<file path="src/rtl/muldiv_sequencer.sv">
// Multi-cycle MIPS32 multiply/divide sequencer owning the HI/LO pair.
// Optional multiply early-out enabled by defining MULDIV_EARLY_OUT_EN.
module muldiv_sequencer #(
   parameter int unsigned WIDTH = 32
) (
   input  logic             Clk,
   input  logic             Reset,
   input  logic             Start,
   input  logic [1:0]       Op,
   input  logic [WIDTH-1:0] A,
   input  logic [WIDTH-1:0] B,
   input  logic             HiWe,
   input  logic             LoWe,
   input  logic [WIDTH-1:0] WrData,
   output logic             Busy,
   output logic             Done,
   output logic             DivByZero,
   output logic [WIDTH-1:0] HI,
   output logic [WIDTH-1:0] LO
);

   localparam int unsigned W2 = 2 * WIDTH;
   localparam int unsigned CW = (WIDTH > 1) ? $clog2(WIDTH) : 1;

   typedef enum logic [1:0] {S_IDLE, S_RUN, S_FIX, S_DONE} state_t;

   state_t          r_state;
   state_t          w_next;

   logic [W2-1:0]    r_acc;
   logic [W2-1:0]    r_mcand;
   logic [WIDTH-1:0] r_mplier;
   logic [CW-1:0]    r_cnt;
   logic             r_is_div;
   logic             r_neg_q;
   logic             r_neg_r;
   logic             r_dbz;
   logic             r_dbz_out;
   logic             r_busy;
   logic             r_done;
   logic [WIDTH-1:0] r_hi;
   logic [WIDTH-1:0] r_lo;

   logic             w_accept;
   logic             w_start_dbz;
   logic             w_signed;
   logic [WIDTH-1:0] w_abs_a;
   logic [WIDTH-1:0] w_abs_b;
   logic             w_last;
   logic [W2-1:0]    w_mul_acc;
   logic [WIDTH:0]   w_rem_sh;
   logic [WIDTH:0]   w_trial;
   logic [W2-1:0]    w_div_acc;
   logic [W2-1:0]    w_prod;
   logic [WIDTH-1:0] w_quo;
   logic [WIDTH-1:0] w_rem;
   logic [WIDTH-1:0] w_fix_hi;
   logic [WIDTH-1:0] w_fix_lo;

   assign w_accept    = Start && ((r_state == S_IDLE) || (r_state == S_DONE));
   assign w_start_dbz = Op[1] && (B == '0);
   assign w_signed    = ~Op[0];
   assign w_abs_a     = (w_signed && A[WIDTH-1]) ? -A : A;
   assign w_abs_b     = (w_signed && B[WIDTH-1]) ? -B : B;

   // One multiplier bit per cycle: add the shifted multiplicand when the bit is set
   assign w_mul_acc = r_acc + (r_mplier[0] ? r_mcand : '0);

   // Restoring divide: r_acc holds {remainder, dividend/quotient}, r_mplier the divisor
   assign w_rem_sh  = r_acc[W2-1:WIDTH-1];
   assign w_trial   = w_rem_sh - {1'b0, r_mplier};
   assign w_div_acc = {(w_trial[WIDTH] ? w_rem_sh[WIDTH-1:0] : w_trial[WIDTH-1:0]),
                       r_acc[WIDTH-2:0], ~w_trial[WIDTH]};

`ifdef MULDIV_EARLY_OUT_EN
   assign w_last = (r_cnt == CW'(WIDTH - 1)) ||
                   (!r_is_div && (r_mplier[WIDTH-1:1] == '0));
`else
   assign w_last = (r_cnt == CW'(WIDTH - 1));
`endif

   // Sign fix-up and result selection applied in FIX
   assign w_prod = r_neg_q ? -r_acc : r_acc;
   assign w_quo  = r_acc[WIDTH-1:0];
   assign w_rem  = r_acc[W2-1:WIDTH];

   always_comb begin
      w_fix_hi = w_prod[W2-1:WIDTH];
      w_fix_lo = w_prod[WIDTH-1:0];
      if (r_dbz) begin
         w_fix_hi = r_acc[WIDTH-1:0];
         w_fix_lo = '1;
      end else if (r_is_div) begin
         w_fix_hi = r_neg_r ? -w_rem : w_rem;
         w_fix_lo = r_neg_q ? -w_quo : w_quo;
      end
   end

   always_ff @(posedge Clk) begin
      if (Reset) r_state <= S_IDLE;
      else       r_state <= w_next;
   end

   always_comb begin
      w_next = r_state;
      case (r_state)
         S_IDLE, S_DONE: begin
            w_next = S_IDLE;
            if (Start) w_next = w_start_dbz ? S_FIX : S_RUN;
         end
         S_RUN:   if (w_last) w_next = S_FIX;
         S_FIX:   w_next = S_DONE;
         default: w_next = S_IDLE;
      endcase
   end

   always_ff @(posedge Clk) begin
      if (Reset) begin
         r_acc     <= '0;
         r_mcand   <= '0;
         r_mplier  <= '0;
         r_cnt     <= '0;
         r_is_div  <= 1'b0;
         r_neg_q   <= 1'b0;
         r_neg_r   <= 1'b0;
         r_dbz     <= 1'b0;
         r_dbz_out <= 1'b0;
         r_busy    <= 1'b0;
         r_done    <= 1'b0;
         r_hi      <= '0;
         r_lo      <= '0;
      end else begin
         r_busy <= (w_next == S_RUN) || (w_next == S_FIX);
         r_done <= (w_next == S_DONE);
         if (w_accept) begin
            r_is_div  <= Op[1];
            r_neg_q   <= w_signed & (A[WIDTH-1] ^ B[WIDTH-1]);
            r_neg_r   <= w_signed & A[WIDTH-1];
            r_dbz     <= w_start_dbz;
            r_dbz_out <= 1'b0;
            r_cnt     <= '0;
            r_mcand   <= {{WIDTH{1'b0}}, w_abs_a};
            r_mplier  <= w_abs_b;
            if (w_start_dbz)  r_acc <= {{WIDTH{1'b0}}, A};
            else if (Op[1])   r_acc <= {{WIDTH{1'b0}}, w_abs_a};
            else              r_acc <= '0;
         end else if (r_state == S_RUN) begin
            r_cnt <= r_cnt + CW'(1);
            if (r_is_div) begin
               r_acc <= w_div_acc;
            end else begin
               r_acc    <= w_mul_acc;
               r_mcand  <= r_mcand << 1;
               r_mplier <= r_mplier >> 1;
            end
         end else if (r_state == S_FIX) begin
            r_hi      <= w_fix_hi;
            r_lo      <= w_fix_lo;
            r_dbz_out <= r_dbz;
         end else begin
            // Only IDLE/DONE with no Start reach here, so MTHI/MTLO are safe
            if (HiWe) r_hi <= WrData;
            if (LoWe) r_lo <= WrData;
         end
      end
   end

   assign Busy      = r_busy;
   assign Done      = r_done;
   assign DivByZero = r_dbz_out;
   assign HI        = r_hi;
   assign LO        = r_lo;

endmodule

</file>
<file path="config.mk">
export PLATFORM = sky130hd
export DESIGN_NAME = muldiv_sequencer
export DESIGN_NICKNAME = d
export VERILOG_FILES = /design/src/rtl/muldiv_sequencer.sv
export SDC_FILE = /design/constraint.sdc
export NUM_CORES = 1
export LEC_CHECK = 0
export CORE_MARGIN = 2
export CORE_UTILIZATION = 54
export CTS_CLUSTER_SIZE = 8
export DETAILED_ROUTE_END_ITERATION = 6
export PLACE_DENSITY = 0.79
export SLEW_MARGIN = 20
export SYNTH_ARGS = -nofsm -noshare
export SYNTH_HDL_FRONTEND = slang
export SYNTH_SLANG_ARGS = --single-unit
</file>
<file path="constraint.sdc">
create_clock -name Clk -period 3.4 [get_ports Clk]
set_clock_uncertainty 0.15 [all_clocks]
set_input_delay 0.68 -clock Clk [delete_from_list [all_inputs] [get_ports Clk]]
set_output_delay 0.68 -clock Clk [all_outputs]
set_load 0.05 [all_outputs]
</file>
## Word level (Yosys, flattened, before mapping)

Cells that the tools add are included.

- Register bits: 238
- Input bits: 103
- Output and inout bits: 67
- Logic and storage cells: 87

- Add/subtract/negate cells: 8
- Equality and inequality tests: 8
- Multiplexer cells: 30
- Bitwise gates (word level): 8
- Reductions and logical operators: 18

Operators with widths:

| cell | number |
|---|---|
| $mux W32 | 21 |
| $mux W64 | 5 |
| $neg A32 Y32 | 4 |
| $add A64 B64 Y64 | 1 |
| $neg A64 Y64 | 1 |
| $sub A33 B32 Y33 | 1 |
| $logic_not A32 Y1 | 1 |
| $eq A2 B2 Y1 const B | 4 |
| $mux W2 | 3 |
| $pmux W2 S3 | 1 |
| $reduce_and A2 Y1 | 3 |
| $reduce_and A3 Y1 | 2 |
| $reduce_bool A2 Y1 | 3 |
| $add A5 B1 Y5 const B | 1 |
| $eq A5 B5 Y1 const B | 1 |
| $not A1 Y1 | 5 |
| $eq A2 B1 Y1 const B | 2 |
| $logic_and A1 B1 Y1 | 4 |
| $reduce_or A2 Y1 | 2 |
| $and A1 B1 Y1 | 2 |
| $logic_not A2 Y1 | 1 |
| $logic_or A1 B1 Y1 | 2 |
| $ne A2 B1 Y1 const B | 1 |
| $xor A1 B1 Y1 | 1 |

## Logic depth before layout (Yosys ltp)

- Depth in word-level cells: 7
- Mapped depth: 15
- Gate-level depth less buffers: 14

## Worst setup path before layout

Ideal clock, no wire load.

- Path kind: register to register
- Start: register r_acc[31]
- End: register r_acc[56]
- Setup time: 0.129 ns
- Arrival time: 3.189 ns
- Data required time: 3.121 ns
- Setup slack: -0.068 ns
- Stages on the path, launching flop included: 15
- Buffers on the path: 1
- Clock period less this slack: 3.468 ns
- Cell sequence: dfxtp_1 -> inv_1 -> ha_1 -> inv_1 -> fa_1 -> a211oi_1 -> o21ai_0 -> o2111a_1 -> o21ai_0 -> a211oi_1 -> a311oi_2 -> buf_2 -> mux2_2 -> a22oi_1 -> o21ai_0

- Word-level cells in the longest chain between the ends: 5
- Elaborated cells on any way between the ends: 6
- Those cells by class: add/sub: 2; mux: 4

Ends and longest elaborated chain:

| element | line | source |
|---|---|---|
| from (decl) | 30 | `logic [W2-1:0] r_acc;` |
| from (signal assigned) | 144 | `if (w_start_dbz) r_acc <= {{WIDTH{1'b0}}, A};` |
| from (signal assigned) | 145 | `else if (Op[1]) r_acc <= {{WIDTH{1'b0}}, w_abs_a};` |
| from (signal assigned) | 150 | `r_acc <= w_div_acc;` |
| $sub A33 B32 Y33 | 71 | `assign w_trial = w_rem_sh - {1'b0, r_mplier};` |
| $mux W32 | 72 | `assign w_div_acc = {(w_trial[WIDTH] ? w_rem_sh[WIDTH-1:0] : w_trial[WIDTH-1:0]),` |
| $mux W64 * | 149 | `if (r_is_div) begin` |
| $mux W64 * | 147 | `end else if (r_state == S_RUN) begin` |
| $mux W64 * | 135 | `if (w_accept) begin` |

Mark *: on every way between the ends. The rest lies on a longest branch, timed or not. The select of a mux whose other input is x is not followed.
A chain may end at the register's enable or synchronous reset.

## Worst setup path after layout

- Start: register r_mplier[0]
- End: register r_acc[38]

- Word-level cells in the longest chain between the ends: 5
- Elaborated cells on any way between the ends: 7
- Those cells by class: add/sub: 2; mux: 5

Ends and longest elaborated chain:

| element | line | source |
|---|---|---|
| from (decl) | 32 | `logic [WIDTH-1:0] r_mplier;` |
| from (signal assigned) | 143 | `r_mplier <= w_abs_b;` |
| from (signal assigned) | 154 | `r_mplier <= r_mplier >> 1;` |
| $mux W64 / $sub A33 B32 Y33 (equally long branches) | 67, 71 |  |
| $add A64 B64 Y64 / $mux W32 (equally long branches) | 67, 72 |  |
| $mux W64 * | 149 |  |
| $mux W64 * | 147 |  |
| $mux W64 * | 135 |  |
| to (signal assigned) | 145 |  |
| to (signal assigned) | 150 |  |
| to (signal assigned) | 152 | `r_acc <= w_mul_acc;` |

Marked as above.

==> run summary <==
The H-tree was split into 2 levels. The number of input and output port buffers inserted is approximately 170. For this design the ratio of total power to cell area is about 350 nW/um^2. The utilization after layout came out at 75.0%. The CTS buffer count is 36.

The analysis attributes to cell leakage a power of ~11 nW. The clock sink count is 238. The core area is about 36000 sq um. The slew at the pin with the worst max-slew slack is 991 ps. The max-slew headroom at the worst pin came out at 33.9%. The number of antenna violations at the first check in global routing came to 1.

By instance count, the leading cell after synthesis is sky130_fd_sc_hd__nand2_1. The post-place instance area came out at between 20000 and 30000 sq um. After clock tree synthesis, the clock-pin slew on the worst setup and hold paths is 50 ps. The die outline width came out at 195 microns. In the final layout, the share of cells above drive strength 1 is ~22%.

The number of pins with negative max-slew slack in the final report was 0. For this run, the leading register cell type out of synthesis is sky130_fd_sc_hd__dfxtp_1. Timing would allow up to 281 MHz. The cell row count came out at 70.

The synthesized netlist net count is roughly 3000. The number of detailed-route iterations in the first pass came out at 6. The clock latency reported for the late side of the worst-skew pair came out at roughly 570 ps. The number of hold violations in the final report is 0. The fraction of registers with async set/reset came out at 0%. Of all nets on the critical path, the largest fanout is 5. The post-route DRC violation count came out at 0. The number of synthesis warnings came out at 0. The category of the worst setup path launch point is a register.

Summed over all failing endpoints, the final setup total negative slack is -1410 ps. Hold repair after CTS inserted 0 buffers. The largest net degree at the start of global routing is 99. In the synthesized netlist, the cells that appear most often are sky130_fd_sc_hd__nand2_1 (428), sky130_fd_sc_hd__nor2_1 (287), sky130_fd_sc_hd__dfxtp_1 (238), sky130_fd_sc_hd__a21oi_1 (226), sky130_fd_sc_hd__o21ai_0 (176). The antenna diode count is 0. The kind of critical path is register to register. The number of design-rule violations left by the first detailed-router iteration is approximately 2400. Counting flops and latches in the post-synthesis netlist gives 238. Ranked by total cell area, the synthesized netlist is headed by sky130_fd_sc_hd__dfxtp_1 (24%), sky130_fd_sc_hd__nand2_1 (8.1%), sky130_fd_sc_hd__ha_1 (6.5%). The CTS tree is built.

The shortest clock period the worst path allows after layout came out at around 3600 ps. The post-route cell area is 27300 sq um. The area fraction of the dominant cell type after synthesis is between 20% and 30%. The path class of the tightest hold or removal check is register to register.

For the worst setup path, the data required time is about 3700 ps. The HPWL after detailed placement came out at just over 60000 microns. The vertical die dimension came out at between 150 and 200 microns. The initial standard-cell utilization of the core is between 50% and 60%.

After synthesis, the mean cell area works out to 7.17 sq um. The distinct cell type count of the synthesized netlist is 83. The final reports fail on negative setup slack.

The top cell type by total area after synthesis is sky130_fd_sc_hd__dfxtp_1. The worst setup path is captured at a register. The post-layout worst setup margin is -160 ps. The final worst-path cycle share came out at 105%. The total grt overflow is 0. The synthesized netlist cell count came out at 2763.

The global router's overall resource usage came out at 41.0%. Summing the sequential cell areas from Yosys gives around a quarter of the chip area. The maximum vdd drop is approximately 440 uV. The final weighted congestion in routability-driven placement is roughly 1.1. For this block, the via count after detailed routing is between 20000 and 25000. The arrival time at the worst endpoint came out at 3810 ps. Counting flops with a built-in enable in the synthesized netlist gives 0. The final-report setup violation count came out at 19. The first global-routing pass estimated 124000 microns of wire. The final-stage net count is 3479. The number of max-cap violations is 0.

The area overhead of the layout relative to synthesis is 37.7%. In this run the remaining antenna-violating nets after routing total 0. The number of vias per cell came out at between 6 and 7. The number of placed I/O pins is 170.

Setup repair after global routing could not meet its margin everywhere. The detailed-route wire length per cell is roughly 22 microns. The area of the mapped netlist is just under 20000 sq um. The via count of the first global-routing pass is 22100. The run finished, with violations left. The buffer depth of the longest clock path is 3.

The root buffer cell chosen for the clock tree is sky130_fd_sc_hd__clkbuf_16. The total detailed-routing wirelength is 81700 microns. The area enclosed by the die boundary came out at roughly 38000 sq um.
worst paths after layout:
| path | cells past startpoint | from | to | slack, ps |
|---|---|---|---|---|
| min | 2 | HI[19] | HI[19] | 300 |
| max | 17 | r_mplier[0] | r_acc[38] | -160 |
| min reg2reg | 2 | HI[19] | HI[19] | 300 |
| max reg2reg | 17 | r_mplier[0] | r_acc[38] | -160 |
where the power goes:
group / switching (mW) / internal [mW] / leakage (nW) / total [mW]
clock: 1.35 / 1.95 / 0.482 / 3.30
combinational: 1.75 / 1.24 / 8.58 / 2.99
sequential: 0.156 / 2.98 / 1.95 / 3.14
total: 3.26 / 6.17 / 11.0 / 9.43
metal layers:
metal	global-route usage [%]	part of all wire [%]	vias to the layer above
li1	-	-	10900
met3	6.99	11	280
met1	55.3	41	10900
met4	18.2	4.6	0
met5	0	0	-
met2	64.4	43	1378
placed cells by master, fill, tap and decap left out, types with 14 or more instances in the layout:
master / netlist / routed
sky130_fd_sc_hd__o21bai_1: 23 / 22
sky130_fd_sc_hd__clkbuf_16: 0 / 39
sky130_fd_sc_hd__o211ai_1: 71 / 71
sky130_fd_sc_hd__clkdlybuf4s50_1: 0 / 168
sky130_fd_sc_hd__mux2i_1: 38 / 37
sky130_fd_sc_hd__nor3_1: 47 / 43
sky130_fd_sc_hd__a21oi_1: 226 / 200
sky130_fd_sc_hd__nand3_1: 31 / 28
sky130_fd_sc_hd__a22oi_1: 21 / 19
sky130_fd_sc_hd__nand2b_1: 26 / 24
sky130_fd_sc_hd__a21oi_2: 1 / 22
sky130_fd_sc_hd__inv_1: 80 / 79
sky130_fd_sc_hd__xor2_1: 107 / 102
sky130_fd_sc_hd__buf_4: 1 / 465
sky130_fd_sc_hd__a211oi_1: 61 / 53
sky130_fd_sc_hd__dfxtp_1: 238 / 233
sky130_fd_sc_hd__o21ai_1: 2 / 34
sky130_fd_sc_hd__nand4_1: 27 / 27
sky130_fd_sc_hd__nor2b_1: 23 / 21
sky130_fd_sc_hd__a31oi_1: 16 / 14
sky130_fd_sc_hd__ha_1: 103 / 80
sky130_fd_sc_hd__xnor2_1: 128 / 124
sky130_fd_sc_hd__o31ai_1: 23 / 22
sky130_fd_sc_hd__a21o_1: 55 / 55
sky130_fd_sc_hd__a311oi_1: 63 / 62
sky130_fd_sc_hd__nor2_1: 287 / 278
sky130_fd_sc_hd__o21ai_0: 176 / 136
sky130_fd_sc_hd__ha_4: 0 / 20
sky130_fd_sc_hd__nand2_1: 428 / 422
sky130_fd_sc_hd__and2_1: 68 / 61
kinds of logic after synthesis:
family	Yosys count	synth area share (%)
XOR/XNOR	235	10.4
multiplexers	44	2.26
flip-flops	238	24.1
AND/OR/NAND/NOR	1029	23.5
adder cells (fa/ha/maj)	105	6.71
buffers and inverters	269	5.33
AO/OA/AOI/OAI	843	27.7
registers in the layout, summed over array words and instances (netlist names), 2 cells and up:
name      cells
r_acc        64
r_mcand      64
HI           32
LO           32
r_mplier     32
r_cnt         5
r_state       2
repair_timing:
item / in CTS / in global routing
pin swaps: 37 / 68
cloned: 1 / 2
hold endpoints to repair: 0 / 0
setup endpoints to repair: 40 / 66
resized for setup: 100 / 126
setup buffers: 7 / 15
worst max-delay path, stage by stage (launching register included):
cell	delay (ps)
sky130_fd_sc_hd__dfxtp_4	370
sky130_fd_sc_hd__buf_12	140
sky130_fd_sc_hd__buf_16	130
sky130_fd_sc_hd__and2_4	140
sky130_fd_sc_hd__ha_4	310
sky130_fd_sc_hd__nand2_2	80
sky130_fd_sc_hd__o211ai_1	330
sky130_fd_sc_hd__nand3_2	200
sky130_fd_sc_hd__buf_6	170
sky130_fd_sc_hd__a31o_4	240
sky130_fd_sc_hd__buf_6	120
sky130_fd_sc_hd__o41ai_4	200
sky130_fd_sc_hd__buf_4	200
sky130_fd_sc_hd__a21oi_4	70
sky130_fd_sc_hd__buf_6	130
sky130_fd_sc_hd__xnor2_1	110
sky130_fd_sc_hd__a32oi_1	220
sky130_fd_sc_hd__o22ai_1	100
area by class of cell:
cell class,count,area [sq um]
clock buffers,40,947
clock inverters,4,27.5
fillers,2671,9080
inverters,80,300
multi-input cells,2256,15000
flip-flops and latches,238,4770
well taps,468,586
repair buffers,659,5610
per-stage QoR:
stage	hold slack, ps	worst slack [ps]	std cells	total power, mW
floorplan	287	7.89	2763	4.73
global placement	291	-314	3679	5.85
detailed placement	294	-402	3679	5.91
CTS	299	-60.8	3730	9.25
global route	317	-215	3745	9.73
finish	297	-160	3745	9.43
No activity file was read; power rests on OpenSTA's default activity.
